[config.mk]
export PLATFORM = sky130hd
export DESIGN_NAME = cpu0_mem_arbiter
export DESIGN_NICKNAME = d
export VERILOG_FILES = /design/src/rtl/cpu0_mem_pkg.sv /design/src/rtl/cpu0_rr_pick2.sv /design/src/rtl/cpu0_mem_arbiter.sv
export SDC_FILE = /design/constraint.sdc
export NUM_CORES = 1
export LEC_CHECK = 0
export BUFFER_PORTS_ARGS = -buffer_cell sky130_fd_sc_hd__buf_2
export CAP_MARGIN = 5
export CELL_PAD_IN_SITES_DETAIL_PLACEMENT = 2
export CELL_PAD_IN_SITES_GLOBAL_PLACEMENT = 2
export CORE_ASPECT_RATIO = 0.75
export CORE_MARGIN = 5
export CORE_UTILIZATION = 25
export CTS_BUF_LIST = sky130_fd_sc_hd__clkbuf_16
export CTS_CLUSTER_DIAMETER = 200
export DETAILED_ROUTE_END_ITERATION = 10
export GPL_TIMING_DRIVEN = 1
export PLACE_DENSITY_LB_ADDON = 0.08
export SLEW_MARGIN = 20
export SYNTH_ARGS = -nofsm -noshare
export SYNTH_HDL_FRONTEND = slang
export SYNTH_SLANG_ARGS = --single-unit
export TNS_END_PERCENT = 5
[constraint.sdc]
create_clock -name clock -period 3.2 [get_ports clock]
set_clock_uncertainty 0.2 [all_clocks]
set_input_delay 0.32 -clock clock [delete_from_list [all_inputs] [get_ports clock]]
set_output_delay 0.32 -clock clock [all_outputs]
set_load 0.02 [all_outputs]
[src/rtl/cpu0_mem_pkg.sv]
// cpu0_mem_pkg: shared types and constants for the cpu0 memory bus arbiter.
// Width codes, memory/IO window defaults, the arbiter state encoding, the
// latched request-field struct and the address decode helper.
package cpu0_mem_pkg;

  // Operand width codes as seen on size*/m_size.
  localparam logic [1:0] BYTE  = 2'd0;
  localparam logic [1:0] INT16 = 2'd1;
  localparam logic [1:0] INT24 = 2'd2;
  localparam logic [1:0] INT32 = 2'd3;

  localparam logic [31:0] MEMSIZE_DEFAULT = 32'h0008_0000;
  localparam logic [31:0] IOADDR_DEFAULT  = 32'h0008_0000;

  typedef enum logic [1:0] {
    ST_IDLE   = 2'd0,
    ST_ACCESS = 2'd1,
    ST_DONE   = 2'd2
  } state_t;

  // What an address turns into once decoded.
  typedef enum logic [1:0] {
    K_MEM = 2'd0,
    K_IO  = 2'd1,
    K_ERR = 2'd2
  } kind_t;

  typedef struct packed {
    logic        rw;     // 1 = read, 0 = write
    logic [1:0]  size;
    logic [31:0] addr;
    logic [31:0] wdata;
  } req_fields_t;

  // The IO port wins over the range check: IOADDR sits right at the top of
  // the array, so it would otherwise decode as out of range.
  function automatic kind_t decode_kind(input logic [31:0] addr,
                                        input logic [31:0] memsize,
                                        input logic [31:0] ioaddr);
    if (addr == ioaddr)            return K_IO;
    if (addr > memsize - 32'd4)    return K_ERR;
    return K_MEM;
  endfunction

endpackage

[src/rtl/cpu0_rr_pick2.sv]
// cpu0_rr_pick2: combinational two-way round-robin winner select.
//   req  : request vector, bit n = port n
//   last : port served most recently (loses a tie)
//   excl : ports that may not win this cycle
//   win  : winning port index
//   vld  : some eligible port is requesting
module cpu0_rr_pick2 (
  input  logic [1:0] req,
  input  logic       last,
  input  logic [1:0] excl,
  output logic       win,
  output logic       vld
);

  logic [1:0] eff;

  always_comb begin
    eff = req & ~excl;
    vld = |eff;
    win = 1'b0;
    case (eff)
      2'b10:   win = 1'b1;
      2'b11:   win = ~last;
      default: win = 1'b0;
    endcase
  end

endmodule

[src/rtl/cpu0_mem_arbiter.sv]
// cpu0_mem_arbiter: serialises two bus masters onto memory0.
//   clock, reset (async, active-low)
//   port n: req/rw/size/addr/wdata in, gnt/ack out; shared rdata/err
//   io_wr/io_data : write strobe and data for the output port at IOADDR
//   m_en/m_rw/m_size/m_abus/m_dout out, m_din in : memory0 interface
//   dbg_state     : current FSM state (state_t encoding)
//
// Handshake: a master raises req with its fields and holds req until it sees
// its one-cycle ack; the fields are latched at grant, so they may change
// freely afterwards. gnt marks bus ownership, ack (qualified by err) marks
// completion, and rdata is valid in the ack cycle and held until the next ack.
module cpu0_mem_arbiter
  import cpu0_mem_pkg::*;
#(
  parameter int unsigned MEM_LAT = 1,
  parameter logic [31:0] MEMSIZE = MEMSIZE_DEFAULT,
  parameter logic [31:0] IOADDR  = IOADDR_DEFAULT
) (
  input  logic        clock,
  input  logic        reset,
  input  logic        req0,
  input  logic        req1,
  input  logic        rw0,
  input  logic        rw1,
  input  logic [1:0]  size0,
  input  logic [1:0]  size1,
  input  logic [31:0] addr0,
  input  logic [31:0] addr1,
  input  logic [31:0] wdata0,
  input  logic [31:0] wdata1,
  output logic        gnt0,
  output logic        gnt1,
  output logic        ack0,
  output logic        ack1,
  output logic [31:0] rdata,
  output logic        err,
  output logic        io_wr,
  output logic [31:0] io_data,
  output logic        m_en,
  output logic        m_rw,
  output logic [1:0]  m_size,
  output logic [31:0] m_abus,
  output logic [31:0] m_dout,
  input  logic [31:0] m_din,
  output logic [1:0]  dbg_state
);

  state_t      state;
  req_fields_t cur;        // fields of the access in flight (or pending)
  kind_t       cur_kind;
  logic        owner;      // port that owns cur
  logic        last;       // last-served port
  logic [2:0]  cnt;        // m_en cycles remaining after this one

  req_fields_t in0, in1, win_f, launch_f;
  kind_t       win_kind, launch_kind;
  logic [1:0]  excl;
  logic        win, win_vld;

  assign in0 = '{rw: rw0, size: size0, addr: addr0, wdata: wdata0};
  assign in1 = '{rw: rw1, size: size1, addr: addr1, wdata: wdata1};
  assign win_f    = win ? in1 : in0;
  assign win_kind = decode_kind(win_f.addr, MEMSIZE, IOADDR);

  // While an access is in flight only the other port may be picked; this is
  // also what makes the just-acked port's req invisible in its ack cycle.
  assign excl = (state == ST_ACCESS) ? (owner ? 2'b10 : 2'b01) : 2'b00;

  cpu0_rr_pick2 u_pick (
    .req  ({req1, req0}),
    .last (last),
    .excl (excl),
    .win  (win),
    .vld  (win_vld)
  );

  // Fields entering ACCESS: fresh from the winner in IDLE, or the pending
  // grant latched during the previous owner's last ACCESS cycle.
  always_comb begin
    launch_f    = cur;
    launch_kind = cur_kind;
    if (state == ST_IDLE) begin
      launch_f    = win_f;
      launch_kind = win_kind;
    end
  end

  assign dbg_state = state;

  always_ff @(posedge clock or negedge reset) begin
    if (!reset) begin
      state    <= ST_IDLE;
      cur      <= '0;
      cur_kind <= K_MEM;
      owner    <= 1'b0;
      last     <= 1'b1;
      cnt      <= 3'd0;
      gnt0     <= 1'b0;
      gnt1     <= 1'b0;
      ack0     <= 1'b0;
      ack1     <= 1'b0;
      err      <= 1'b0;
      io_wr    <= 1'b0;
      io_data  <= 32'h0;
      rdata    <= 32'h0;
      m_en     <= 1'b0;
      m_rw     <= 1'b1;
      m_size   <= INT32;
      m_abus   <= 32'h0;
      m_dout   <= 32'h0;
    end else begin
      ack0  <= 1'b0;
      ack1  <= 1'b0;
      err   <= 1'b0;
      io_wr <= 1'b0;

      // Entering ACCESS from IDLE or DONE: drive the memory only for
      // addresses that decode into the array.
      if ((state == ST_IDLE && win_vld) || (state == ST_DONE && (gnt0 || gnt1))) begin
        cnt <= 3'(MEM_LAT - 1);
        if (launch_kind == K_MEM) begin
          m_en   <= 1'b1;
          m_rw   <= launch_f.rw;
          m_size <= launch_f.size;
          m_abus <= launch_f.addr;
          m_dout <= launch_f.wdata;
        end
      end

      case (state)
        ST_IDLE: begin
          if (win_vld) begin
            cur      <= win_f;
            cur_kind <= win_kind;
            owner    <= win;
            gnt0     <= ~win;
            gnt1     <= win;
            state    <= ST_ACCESS;
          end
        end
        ST_ACCESS: begin
          if (cur_kind == K_MEM && cnt != 3'd0) begin
            cnt <= cnt - 3'd1;
          end else begin
            m_en <= 1'b0;
            case (cur_kind)
              K_MEM: if (cur.rw) rdata <= m_din;
              K_IO: begin
                if (cur.rw) begin
                  rdata <= 32'h0;
                end else begin
                  io_wr   <= 1'b1;
                  io_data <= cur.wdata;
                end
              end
              default: err <= 1'b1;
            endcase
            ack0  <= ~owner;
            ack1  <= owner;
            last  <= owner;
            gnt0  <= 1'b0;
            gnt1  <= 1'b0;
            state <= ST_DONE;
            // Hand the bus to the other port so its gnt shows in this ack cycle.
            if (win_vld) begin
              cur      <= win_f;
              cur_kind <= win_kind;
              owner    <= win;
              gnt0     <= ~win;
              gnt1     <= win;
            end
          end
        end
        ST_DONE: begin
          state <= (gnt0 || gnt1) ? ST_ACCESS : ST_IDLE;
        end
        default: state <= ST_IDLE;
      endcase
    end
  end

endmodule

==> qor.yml <==
final-max-slew-violation-count: 0
antenna_found_initial: 0
synth_adder_area_share: 0.00274
rsz0062_at_grt: "false"
core_area_um2: 36000
clockRootBuffer: "clkbuf_16"
tns_ps: 0
synth.area.mux_share: 0.115
ys_ff_latch: 214
detail_route.wl_per_cell_um: 20.6
grt_pass1_wl_um: 56500
cp_max_fo: 43
dieArea_um2: 40500
grt_max_degree: 74
synth_fp_nets: 994
die_x_um: 231
drcViolationCount: 0
synth_top_area_share: 0.576
synth_top_family_by_area: "compound AO/OA/AOI/OAI gates"
synth.cell_area_um2: 9130
peakVddDrop_mv: 0.471
yosysWarnings: 0
first_global_vias: 9308
worstSetupEndpointType: "flop"
dr_total_vias: 8305
finalWeightedCongestion: 0.716
io_pins: 310
drv_cap: 0
clock_sinks: 214
cts_setup_buffers: 0
synth_compound_area_frac: 0.143
ys_async_sr_fraction: 1.00
routed_wirelength_um: 36100
cp.required_ps: 3380
postLayoutCellArea_um2: 13600
htreeDepth: 1
hp-class: "in2reg"
vias_per_cell: 4.75
ff2ff_path_depth: 6
whs_path_depth: 3
synthXorXnorAreaFrac: 0
place_area_um2: 11300
fp.dieH_um: 176
clk_pin_slew_ps: 60
area_delta_synth_final_pct: 48.7
synth_area_leader_cell: "dfrtp_1"
groute.usage.overall: 0.174
final_hold_viol_count: 0
synthTopCellsByArea: "dfrtp_1, mux2i_1, a221o_1"
p_leak_nw: 6.71
critPathKind: "reg2reg"
synth-edff-count: 0
cts_buffer_depth: 3
start_util: 0.254
synthFlopType: "dfrtp_1"
numPortBuffers: 309
cp-start-kind: "flop"
synth_cells: 822
yosysUniqueCellTypes: 34
layout_min_cycle_time_ps: 2880
crit_arrival_ps: 3070
finalSetupViolCount: 0
clk_latency_ps: 530
diodes: 0
status: "completed"
ant_nets: 0
powerDensity_nw_per_um2: 905
drive_gt1_frac: 0.318
drt_iter0_drc: 265
timing.fmax_mhz: 347
hpwl_um: 23600
synth-simple-area-share: 0.122
cts_tree: "built"
fill_cells: 3851
syn_avg_cell_area_um2: 11.1
slew_headroom: 0.494
cts_buffers: 24
nNetsFinal: 1439
tightest_slew_ps: 758
timing.final.crit_share: 0.901
drt-pass1-iter-count: 4
ys_seq_area_frac: 0.587
rows: 60
gr-total-overflow: 0
-- power breakdown --
group          internal (mW)  switching (mW)
logic                   1.96            3.13
clock network           1.56            1.14
registers               3.82           0.665
-- path summary, 6_finish.rpt --
check,startpoint,endpoint,slack [ps]
hold / removal,wdata0[31],cur[31],5
setup reg to reg,dbg_state[0],cur[66],320
max in group asynchronous,reset,last,1860
setup / recovery,dbg_state[0],cur[66],320
min in group asynchronous,reset,cur[39],110
hold reg to reg,rdata[8],rdata[8],280
-- final cells by class --
class	count	area, um2	area share
clock buffer	25	626	0.0461
clock inverter	19	128	0.00940
inverter	6	22.5	0.00166
multi-input combinational	542	3550	0.262
sequential	214	5360	0.395
tap	465	582	0.0429
timing repair buffer	479	3310	0.244
-- cell usage after synthesis, types with 2 or more instances --
| cell type | instances |
|---|---|
| ha_1 | 2 |
| a22o_1 | 14 |
| nor2_1 | 9 |
| nand2b_1 | 2 |
| nand3_1 | 8 |
| nor4b_1 | 2 |
| nand2_1 | 144 |
| mux2i_1 | 68 |
| nor3_1 | 61 |
| o21ai_0 | 106 |
| buf_2 | 16 |
| o211ai_1 | 2 |
| mux2_2 | 33 |
| nor4_1 | 15 |
| dfrtp_1 | 210 |
| inv_1 | 6 |
| o22ai_1 | 3 |
| clkbuf_1 | 36 |
| a21oi_1 | 4 |
| a221o_1 | 54 |
| buf_1 | 6 |
| nand4_1 | 6 |
| dfstp_2 | 4 |
-- stage by stage --
stage                     hold slack, ps  setup slack (ps)  instances  power [mW]  utilization
after floorplan                     -176               738        822        7.35            -
after global placement              75.5               279       1557        9.30        0.315
after detailed placement            79.3               323       1557        9.44        0.315
after CTS                          0.949               292       1750        12.5        0.378
after global routing                9.06               196       1750        13.1        0.378
final                               4.93               316       1750        12.3        0.378
-- layer usage --
layer  GRT usage  vias to the layer above  part of all wire  routed length, um
li1            -                     3894                 -                  -
met1       0.230                     4188              0.45              16300
met2       0.293                      174              0.48              17300
met3      0.0415                       49             0.050               1810
met4      0.0356                        0             0.019                704
met5           0                        -                 0                  0
-- cells by family (layout without fill, tap and decap cells) --
family / count (synthesis) / after routing
compound gates: 188 / 188
fa+ha+maj: 2 / 2
buf+inv: 66 / 529
flops: 214 / 214
mux: 101 / 101
simple gates: 251 / 251
-- flip-flops by register name (all words and copies together) (netlist names), 2 cells and up --
| register | flops |
|---|---|
| cur_kind | 2 |
| m_dout | 32 |
| io_data | 32 |
| cnt | 3 |
| m_size | 2 |
| cur | 67 |
| rdata | 32 |
| m_abus | 32 |
| dbg_state | 2 |
-- layout by cell type (no fill, tap or decap), types with 13 or more instances in the layout --
cell type and count:
buf_2 308, dfrtp_1 210, dlygate4sd3_1 149, nand2_1 143, o21ai_0 106, mux2i_1 68
nor3_1 60, a221o_1 54, mux2_2 33, clkbuf_16 25, nor4_1 15, a22o_1 14
inv_1 13, buf_4 13
-- timing repair --
| item | in CTS | in global routing |
|---|---|---|
| hold endpoints to repair | 201 | 0 |
| hold buffers | 149 | 0 |
| resized for setup | 0 | 0 |
-- worst max-delay path: stages (launching register included) --
cell	delay, ps
dfrtp_1	460
nor2b_2	250
o211ai_4	390
buf_12	320
mux2i_1	390
dlygate4sd3_1	640
o21ai_0	80
No activity file was read; power rests on OpenSTA's default activity.
